<file path="config.mk">
export PLATFORM = sky130hd
export DESIGN_NAME = out_port_display
export DESIGN_NICKNAME = d
export VERILOG_FILES = /design/src/rtl/out_port_pkg.sv /design/src/rtl/out_port_display_hex_to_seg7.sv /design/src/rtl/out_port_display.sv
export SDC_FILE = /design/constraint.sdc
export NUM_CORES = 1
export LEC_CHECK = 0
export ABC_AREA = 0
export CORE_UTILIZATION = 50
export CTS_BUF_LIST = sky130_fd_sc_hd__clkbuf_4 sky130_fd_sc_hd__clkbuf_8
export CTS_CLUSTER_DIAMETER = 200
export DETAILED_ROUTE_END_ITERATION = 6
export GPL_TIMING_DRIVEN = 0
export PLACE_DENSITY_LB_ADDON = 0.1
export SYNTH_ARGS = -nofsm -noshare
export SYNTH_HDL_FRONTEND = slang
export SYNTH_HIERARCHICAL = 1
export SYNTH_SLANG_ARGS = --single-unit
</file>
<file path="constraint.sdc">
create_clock -name clock -period 26.7 [get_ports clock]
set_clock_uncertainty 0.2 [all_clocks]
set_input_delay 8.01 -clock clock [delete_from_list [all_inputs] [get_ports clock]]
set_output_delay 8.01 -clock clock [all_outputs]
set_load 0.05 [all_outputs]
</file>
<file path="src/rtl/out_port_pkg.sv">
// Shared definitions for the OUT-port display responder:
// slot/digit geometry, hex glyphs and output polarity helper.
package out_port_pkg;

    localparam int NUM_SLOTS  = 8;
    localparam int NUM_DIGITS = 8;

    typedef logic [31:0] slot_word_t;
    typedef logic [2:0]  slot_idx_t;
    typedef logic [2:0]  digit_idx_t;
    typedef logic [6:0]  glyph_t;

    localparam digit_idx_t DIGIT_LAST = 3'd7;

    // Active-high glyphs, bit order {g,f,e,d,c,b,a}
    localparam glyph_t SEG_0     = 7'b0111111;
    localparam glyph_t SEG_1     = 7'b0000110;
    localparam glyph_t SEG_2     = 7'b1011011;
    localparam glyph_t SEG_3     = 7'b1001111;
    localparam glyph_t SEG_4     = 7'b1100110;
    localparam glyph_t SEG_5     = 7'b1101101;
    localparam glyph_t SEG_6     = 7'b1111101;
    localparam glyph_t SEG_7     = 7'b0000111;
    localparam glyph_t SEG_8     = 7'b1111111;
    localparam glyph_t SEG_9     = 7'b1101111;
    localparam glyph_t SEG_A     = 7'b1110111;
    localparam glyph_t SEG_B     = 7'b1111100;
    localparam glyph_t SEG_C     = 7'b0111001;
    localparam glyph_t SEG_D     = 7'b1011110;
    localparam glyph_t SEG_E     = 7'b1111001;
    localparam glyph_t SEG_F     = 7'b1110001;
    localparam glyph_t SEG_BLANK = 7'b0000000;

    // Map an active-high pin vector onto the board polarity
    function automatic logic [7:0] to_pins(
        input logic [7:0] v,
        input bit         active_low
    );
        return active_low ? ~v : v;
    endfunction

endpackage

</file>
<file path="src/rtl/out_port_display_hex_to_seg7.sv">
// Combinational hex nibble to active-high seven-segment glyph.
// Polarity and decimal point are handled by the caller.
module hex_to_seg7
    import out_port_pkg::*;
(
    input  logic [3:0] i_nib,
    output glyph_t     o_glyph
);

    // Pure lookup of the standard hex glyph set
    always_comb begin
        o_glyph = SEG_BLANK;
        case (i_nib)
            4'h0: o_glyph = SEG_0;
            4'h1: o_glyph = SEG_1;
            4'h2: o_glyph = SEG_2;
            4'h3: o_glyph = SEG_3;
            4'h4: o_glyph = SEG_4;
            4'h5: o_glyph = SEG_5;
            4'h6: o_glyph = SEG_6;
            4'h7: o_glyph = SEG_7;
            4'h8: o_glyph = SEG_8;
            4'h9: o_glyph = SEG_9;
            4'hA: o_glyph = SEG_A;
            4'hB: o_glyph = SEG_B;
            4'hC: o_glyph = SEG_C;
            4'hD: o_glyph = SEG_D;
            4'hE: o_glyph = SEG_E;
            4'hF: o_glyph = SEG_F;
            default: o_glyph = SEG_BLANK;
        endcase
    end

endmodule

</file>
<file path="src/rtl/out_port_display.sv">
// OUT-port responder: captures value pairs into 8 slots and
// scans the selected slot onto an 8-digit seven-segment display.
module out_port_display
    import out_port_pkg::*;
#(
    parameter int SCAN_DIV       = 50000,
    parameter bit SEG_ACTIVE_LOW = 1'b1
) (
    input  logic        clock,
    input  logic        reset,
    input  logic        outdisplay,
    input  logic [2:0]  outsel,
    input  logic [15:0] outval1,
    input  logic [15:0] outval2,
    input  logic [2:0]  view_sel,
    output logic [7:0]  seg,
    output logic [7:0]  an,
    output logic [7:0]  updated,
    output logic [2:0]  last_sel
);

    localparam logic [15:0] DIV_LAST = 16'(SCAN_DIV - 1);
    localparam logic [7:0]  PIN_IDLE = to_pins(8'h00, SEG_ACTIVE_LOW);

    slot_word_t  r_slots [NUM_SLOTS];
    slot_idx_t   r_last_sel;
    logic [7:0]  r_updated;
    logic [15:0] r_div;
    digit_idx_t  r_digit;
    logic [7:0]  r_seg;
    logic [7:0]  r_an;

    logic        w_tick;
    logic        w_frame_end;
    slot_word_t  w_view_word;
    logic [3:0]  w_nib;
    glyph_t      w_glyph;
    logic        w_dp;
    logic [7:0]  w_seg_hi;
    logic [7:0]  w_an_hi;
    logic [7:0]  w_upd_next;

    // Capture the value pair into the addressed slot on a strobe
    always_ff @(posedge clock or posedge reset) begin
        if (reset) begin
            for (int i = 0; i < NUM_SLOTS; i++) begin
                r_slots[i] <= '0;
            end
            r_last_sel <= '0;
        end else if (outdisplay) begin
            r_slots[outsel] <= {outval1, outval2};
            r_last_sel      <= outsel;
        end
    end

    // Digit dwell divider: terminal count yields a one-cycle tick
    always_ff @(posedge clock or posedge reset) begin
        if (reset) begin
            r_div <= '0;
        end else if (w_tick) begin
            r_div <= '0;
        end else begin
            r_div <= r_div + 16'd1;
        end
    end

    assign w_tick      = (r_div == DIV_LAST);
    assign w_frame_end = w_tick && (r_digit == DIGIT_LAST);

    // Advance the scanned digit on each tick, wrapping 7 -> 0
    always_ff @(posedge clock or posedge reset) begin
        if (reset) begin
            r_digit <= '0;
        end else if (w_tick) begin
            r_digit <= r_digit + 3'd1;
        end
    end

    // Viewed slot flag drops after a full frame; a capture wins
    always_comb begin
        w_upd_next = r_updated;
        if (w_frame_end) begin
            w_upd_next[view_sel] = 1'b0;
        end
        if (outdisplay) begin
            w_upd_next[outsel] = 1'b1;
        end
    end

    // Hold the per-slot written-since-viewed flags
    always_ff @(posedge clock or posedge reset) begin
        if (reset) begin
            r_updated <= '0;
        end else begin
            r_updated <= w_upd_next;
        end
    end

    assign w_view_word = r_slots[view_sel];
    assign w_nib       = w_view_word[{r_digit, 2'b00} +: 4];

    hex_to_seg7 u_hex (
        .i_nib   (w_nib),
        .o_glyph (w_glyph)
    );

    assign w_dp     = (r_digit == '0) && r_updated[view_sel];
    assign w_seg_hi = {w_dp, w_glyph};
    assign w_an_hi  = 8'h01 << r_digit;

    // Register pin drive so segments and anodes switch together
    always_ff @(posedge clock or posedge reset) begin
        if (reset) begin
            r_seg <= PIN_IDLE;
            r_an  <= PIN_IDLE;
        end else begin
            r_seg <= to_pins(w_seg_hi, SEG_ACTIVE_LOW);
            r_an  <= to_pins(w_an_hi, SEG_ACTIVE_LOW);
        end
    end

    assign seg      = r_seg;
    assign an       = r_an;
    assign updated  = r_updated;
    assign last_sel = r_last_sel;

endmodule

</file>
# Word level (Yosys, flattened, before mapping)
# Memory sizes are Yosys's and may differ from the RTL's.
# Index checks and enable logic that the tools add are counted.
[word_totals]
ff_bits = 302
romBits = 112
in_bits = 41
output_inout_bits = 27
wordCells = 56
memories = 1
[mem_list]
columns = ["name", "depth", "width", "rd", "rd_ports_with_merged_regs", "write_ports", "line_no", "text"]
rows = [
  ["(no name shown)", 16, 7, 1, 0, 0, "out_port_display_hex_to_seg7.sv:13", "case (i_nib)"],
]
[op_classes]
addsub = 2
n_lt_le_gt_ge = 7
n_eq_ne = 2
n_shift = 2
muxes = 15
bitwise_logic = 7
n_reduce_logical = 6
[op_table]
columns = ["operator", "n"]
rows = [
  ["bitwise mux 256 bit", 1],
  ["binary-select mux 32 bit (select 3 bit)", 1],
  ["demux 32 bit (select 3 bit)", 1],
  ["two-way mux 32 bit", 3],
  ["variable part select 32 x 6 -> 4 bit", 1],
  ["NOT 8 bit", 3],
  ["adder 16 x 1 -> 16 bit, second input constant", 1],
  ["equality test 16 bit, second input constant", 1],
  ["two-way mux 16 bit", 1],
  ["two-way mux 8 bit", 2],
  ["AND 8 bit", 1],
  [">= comparator 4 bit, second input constant", 2],
  ["< comparator 3 x 4 -> 1 bit, second input constant", 2],
  ["NOT 3 -> 4 bit", 2],
  ["OR 8 bit", 1],
  ["left shift 1 x 3 -> 8 bit, first input constant", 1],
  ["demux 1 bit (select 3 bit)", 2],
  [">= comparator 3 x 1 -> 1 bit, second input constant", 2],
  ["logical AND 1 bit", 5],
  ["< comparator 4 x 1 -> 1 bit, second input constant", 1],
  ["adder 3 x 1 -> 3 bit, second input constant", 1],
  ["binary-select mux 1 bit (select 3 bit)", 1],
  ["equality test 3 bit, second input constant", 1],
  ["zero test 3 bit", 1],
  ["two-way mux 1 bit", 3],
]

# Longest topological paths before layout
[depth]
word_depth = 9
mapped_depth = 13
mapped_depth_nobuf = 10

# By module
# Netlist, hierarchy kept.
[by_module_without_submodules]
columns = ["module", "instances", "cells_each", "area_each_um2", "seq_area_each_um2"]
rows = [
  ["out_port_display", 1, 1009, 13756.9, 7577.3],
  ["hex_to_seg7", 1, 33, 294.0, 0.0],
]

# Worst setup path before layout
# No wires, ideal clock.
[synth_timing]
path_type = "input -> register"
from = "input port view_sel[0]"
to = "register r_seg[3], in the netlist seg[3]"
setup_time_ns = 0.060
arrival_ns = 10.329
t_required_ns = 26.440
path_slack_ns = 16.111
path_stages = 11
path_buffers = 3
path_cell_list = "buf_4 -> buf_2 -> buf_2 -> a21oi_1 -> a211oi_1 -> o221ai_1 -> a32oi_1 -> inv_1 -> ha_1 -> mux4_1 -> inv_1"
[synth_between]
elab_chain_len = 7
[synth_lines]
columns = ["element", "line_no", "text"]
rows = [
  ["start: declaration", "out_port_display.sv:15", "input logic [2:0] view_sel,"],
  ["NOT 3 -> 4 bit (implied by the code)", "out_port_display.sv:99", "assign w_view_word = r_slots[view_sel];"],
  ["binary-select mux 32 bit (select 3 bit)", "out_port_display.sv:99", ""],
  ["two-way mux 32 bit (implied by the code) (2 in a row)", "out_port_display.sv:99", ""],
  ["variable part select 32 x 6 -> 4 bit", "out_port_display.sv:100", "assign w_nib = w_view_word[{r_digit, 2'b00} +: 4];"],
  ["net w_nib[0]", "out_port_display.sv:36", "logic [3:0] w_nib;"],
  ["memory (16 x 7 bit)", "n/a", ""],
  ["net w_glyph[3]", "out_port_display.sv:37", "glyph_t w_glyph;"],
  ["NOT 8 bit", "out_port_pkg.sv:39", "return active_low ? ~v : v;"],
  ["end signal: assignment", "out_port_display.sv:117", "r_seg <= to_pins(w_seg_hi, SEG_ACTIVE_LOW);"],
  ["end: declaration", "out_port_display.sv:30", "logic [7:0] r_seg;"],
]
# The timed path passes the listed nets, and every way through them passes these cells. The select of a mux whose other input is x is not followed.
# A chain may end at the register's enable or synchronous reset.

# Final worst setup path
[layout_timing]
from = "input port view_sel[2]"
to = "register r_seg[3], in the netlist seg[3]"
# The elaborated chain is that of the path after synthesis.

==> reports/qor.yml <==
finish:
  area_growth_pct: 15.7
  fin_area_mm2: 0.0163
  drive_gt1_share_pct: 39.7
  fillers: 2236
  fin_util_pct: 59.7
  antenna_cells: 0
  nNetsFinal: 1215
  finalNonFillerCells: 1567
placement:
  portBuffers: 63
  place_inst: 1479
  dpl_cell_area_mm2: 0.0152
  hpwlAfterDp_mm: 25.9
  gp_congestion: 0.892
clocking:
  cts.sink_count: 302
  post_cts_buffers: 0
  tritoncts: "done"
  clk_latency_ns: 0.59
  path_clk_slew_ns: 0.06
  h-tree-depth: 2
  ctsHoldBuffers: 0
  clock_path_buffers: 3
  cts_made_buffers: 51
  root_buffer: "clkbuf_8"
  cts.repair.resized: 0
routing:
  first_iter_violations: 873
  vias: 9534
  wl_mm: 39.6
  wl_per_cell_um: 25.3
  first_pass_iters: 5
  ant_nets: 0
  viasPerCell: 6.08
  drcViolationCount: 0
timing:
  fin_crit_ns: 12.11
  min_period_over_period_pct: 45.4
  grt_setup_unrepaired: "no"
  setup_violations: 0
  setup_tns_ns: 0
  max_freq_mhz: 82.6
  worstMarginPinSlew_ns: 1.42
  slew_headroom_pct: 4.78
  report.final.slew_viol_count: 0
  hold_viol_final: 0
floorplanning:
  core_mm2: 0.0273
  die_w_um: 170
  dieHeight_um: 170
  row_count: 60
  io_pins: 68
  die_area_mm2: 0.0288
  start_util_pct: 51.6
flow_run:
  maxCapViolCount: 0
status:
  outcome: "finished clean"
global_routing:
  grt_use_total_pct: 28.6
  overflow: 0
  grt_pass1_wl_mm: 60.6
  grt_max_degree: 125
  antenna_found_initial: 0
  grt_pass1_vias: 9813
critical_path:
  crit_path_end_kind: "flip-flop"
  crit_path_start_kind: "input pin"
  required_ns: 27.03
  crit_type: "in2reg"
  r2r-start: "r_digit[0]"
  r2r-end: "seg[3]"
  reg2reg_setup_slack_ns: 22.67
  reg2reg_depth: 10
  cp.arrival_ns: 12.44
  critPathMaxFanout: 10
min_path:
  min_delay_path_depth: 1
  min_from: "r_div[13]"
  min_path_type: "reg2reg"
  worstHoldEndpoint: "r_div[13]"
yosys:
  synth_edf_count: 0
  ys.flop_type: "dfrtp_1"
  async_flop_share_pct: 100
  ys_warn_count: 6
  synth_largest_area_cell: "dfrtp_1"
  synthTopCellsByArea: "dfrtp_1 51%, mux2_2 24%, dfstp_2 3.0%"
  yosysUniqueCellTypes: 62
  synth_most_common_cell: "mux2_2"
  muxShareOfSynthArea_pct: 28.5
  synth_top_family_by_area: "multiplexers"
  synth_top_area_share_pct: 50.9
  ys_seq_area_share_pct: 53.9
  synthXorXnorAreaFrac_pct: 0.935
  ys_seq_elements: 302
  synth_area_mm2: 0.0141
  synth_compound_area_share_pct: 7.71
  synthTopCellsByCount: "305 x mux2_2, 286 x dfrtp_1, 31 x nand2_1"
  synth_adder_area_share_pct: 1.25
  synthSimpleGateAreaFrac_pct: 4.41
  syn_inst: 1042
  synthesis.nets: 1097
  syn_avg_cell_area_um2: 13.5
pwr:
  p_per_area_mw_per_mm2: 77.3
  p_leak_nw: 6.91
  irDropWorstVdd_v: 0.0000499
sequential cells by signal, indices dropped and copies added (netlist names):
signal and count:
an 8, last_sel 3, r_digit 3, r_div 16, r_slots 256, seg 8
updated 8
per-stage QoR:
stage / setup WS (ns) / power (mW) / hold slack, ns
floorplan: 10.17 / 0.764 / 0.255
global placement: 6.20 / 0.830 / 0.277
detailed placement: 14.11 / 0.838 / 0.282
CTS: 14.70 / 1.26 / 0.290
global route: 14.56 / 1.31 / 0.305
finish: 14.59 / 1.26 / 0.292
how the worst max path moves through the flow:
stage | from | end | slack, ns | cells past startpoint
2_1_floorplan | reset | last_sel[0] | 10.17 | 1
3_3_place_gp | reset | r_slots[123] | 6.20 | 2
3_5_place_dp | view_sel[2] | seg[3] | 14.11 | 11
4_1_cts | view_sel[2] | seg[3] | 14.70 | 11
5_1_grt | view_sel[2] | seg[3] | 14.56 | 11
6_report | view_sel[2] | seg[3] | 14.59 | 11
worst max-delay path, cell delays in order:
cell and delay, ns:
clkdlybuf4s50_1 0.51, buf_6 0.23, buf_6 0.20, nor3_1 1.09, a221o_1 0.32, o311ai_0 0.28
a32oi_1 0.64, inv_1 0.22, ha_1 0.37, mux4_1 0.49, inv_1 0.06
per-layer routing:
layer,part of all wire (%),track usage [%],vias to the layer above
met1,43,38.6,4921
met3,7.5,5.76,123
li1,-,-,4070
met2,45,44.7,420
met5,0,0,-
met4,4.6,12.5,0
power by group:
| group | internal, mW | switching, mW |
|---|---|---|
| sequential | 0.551 | 0.0437 |
| combinational | 0.125 | 0.112 |
| clock | 0.238 | 0.187 |
| total | 0.913 | 0.343 |
placed cells by master (no fill, tap or decap), types with 3 or more instances in the layout:
| cell | instances |
|---|---|
| mux2_2 | 305 |
| dfrtp_1 | 286 |
| clkbuf_8 | 63 |
| clkdlybuf4s50_1 | 63 |
| nand2_1 | 31 |
| clkbuf_1 | 29 |
| buf_2 | 28 |
| o21ai_0 | 28 |
| nor2_1 | 27 |
| mux2i_1 | 26 |
| a221oi_1 | 24 |
| nand3_1 | 22 |
| a21oi_1 | 22 |
| inv_1 | 20 |
| clkbuf_4 | 19 |
| a22oi_1 | 16 |
| dfstp_2 | 16 |
| ha_1 | 14 |
| mux4_2 | 12 |
| nor2b_1 | 11 |
| xor2_1 | 10 |
| a221o_1 | 9 |
| o211ai_1 | 9 |
| nand2b_1 | 7 |
| buf_4 | 7 |
| nor3_1 | 6 |
| xnor2_1 | 5 |
| buf_6 | 5 |
| a211oi_1 | 5 |
| o22ai_1 | 4 |
| clkinv_2 | 4 |
| and3_1 | 3 |
| nand4_1 | 3 |
| clkinv_1 | 3 |
| o2bb2ai_1 | 3 |
| a22o_1 | 3 |
| o221ai_1 | 3 |
cell families (layout without fill, tap and decap cells):
family / count (synthesis) / in the layout
and+or+nand+nor: 123 / 123
AOI/OAI and AO/OA: 148 / 148
buffers and inverters: 95 / 248
muxes: 345 / 345
xor gates and xnor gates: 15 / 15
adders and majority gates: 14 / 14
DFF: 302 / 302
final cells by class:
cell class	instances	area, µm²	share of cell area [%]
timing repair buffer	65	686	4.22
clock inverter	6	36.3	0.223
buffer	71	368	2.26
tap	372	465	2.86
clock buffer	82	1010	6.21
sequential	302	7580	46.6
inverter	24	97.6	0.600
multi-input combinational	645	6020	37.0
No activity file was read; power rests on OpenSTA's default activity.
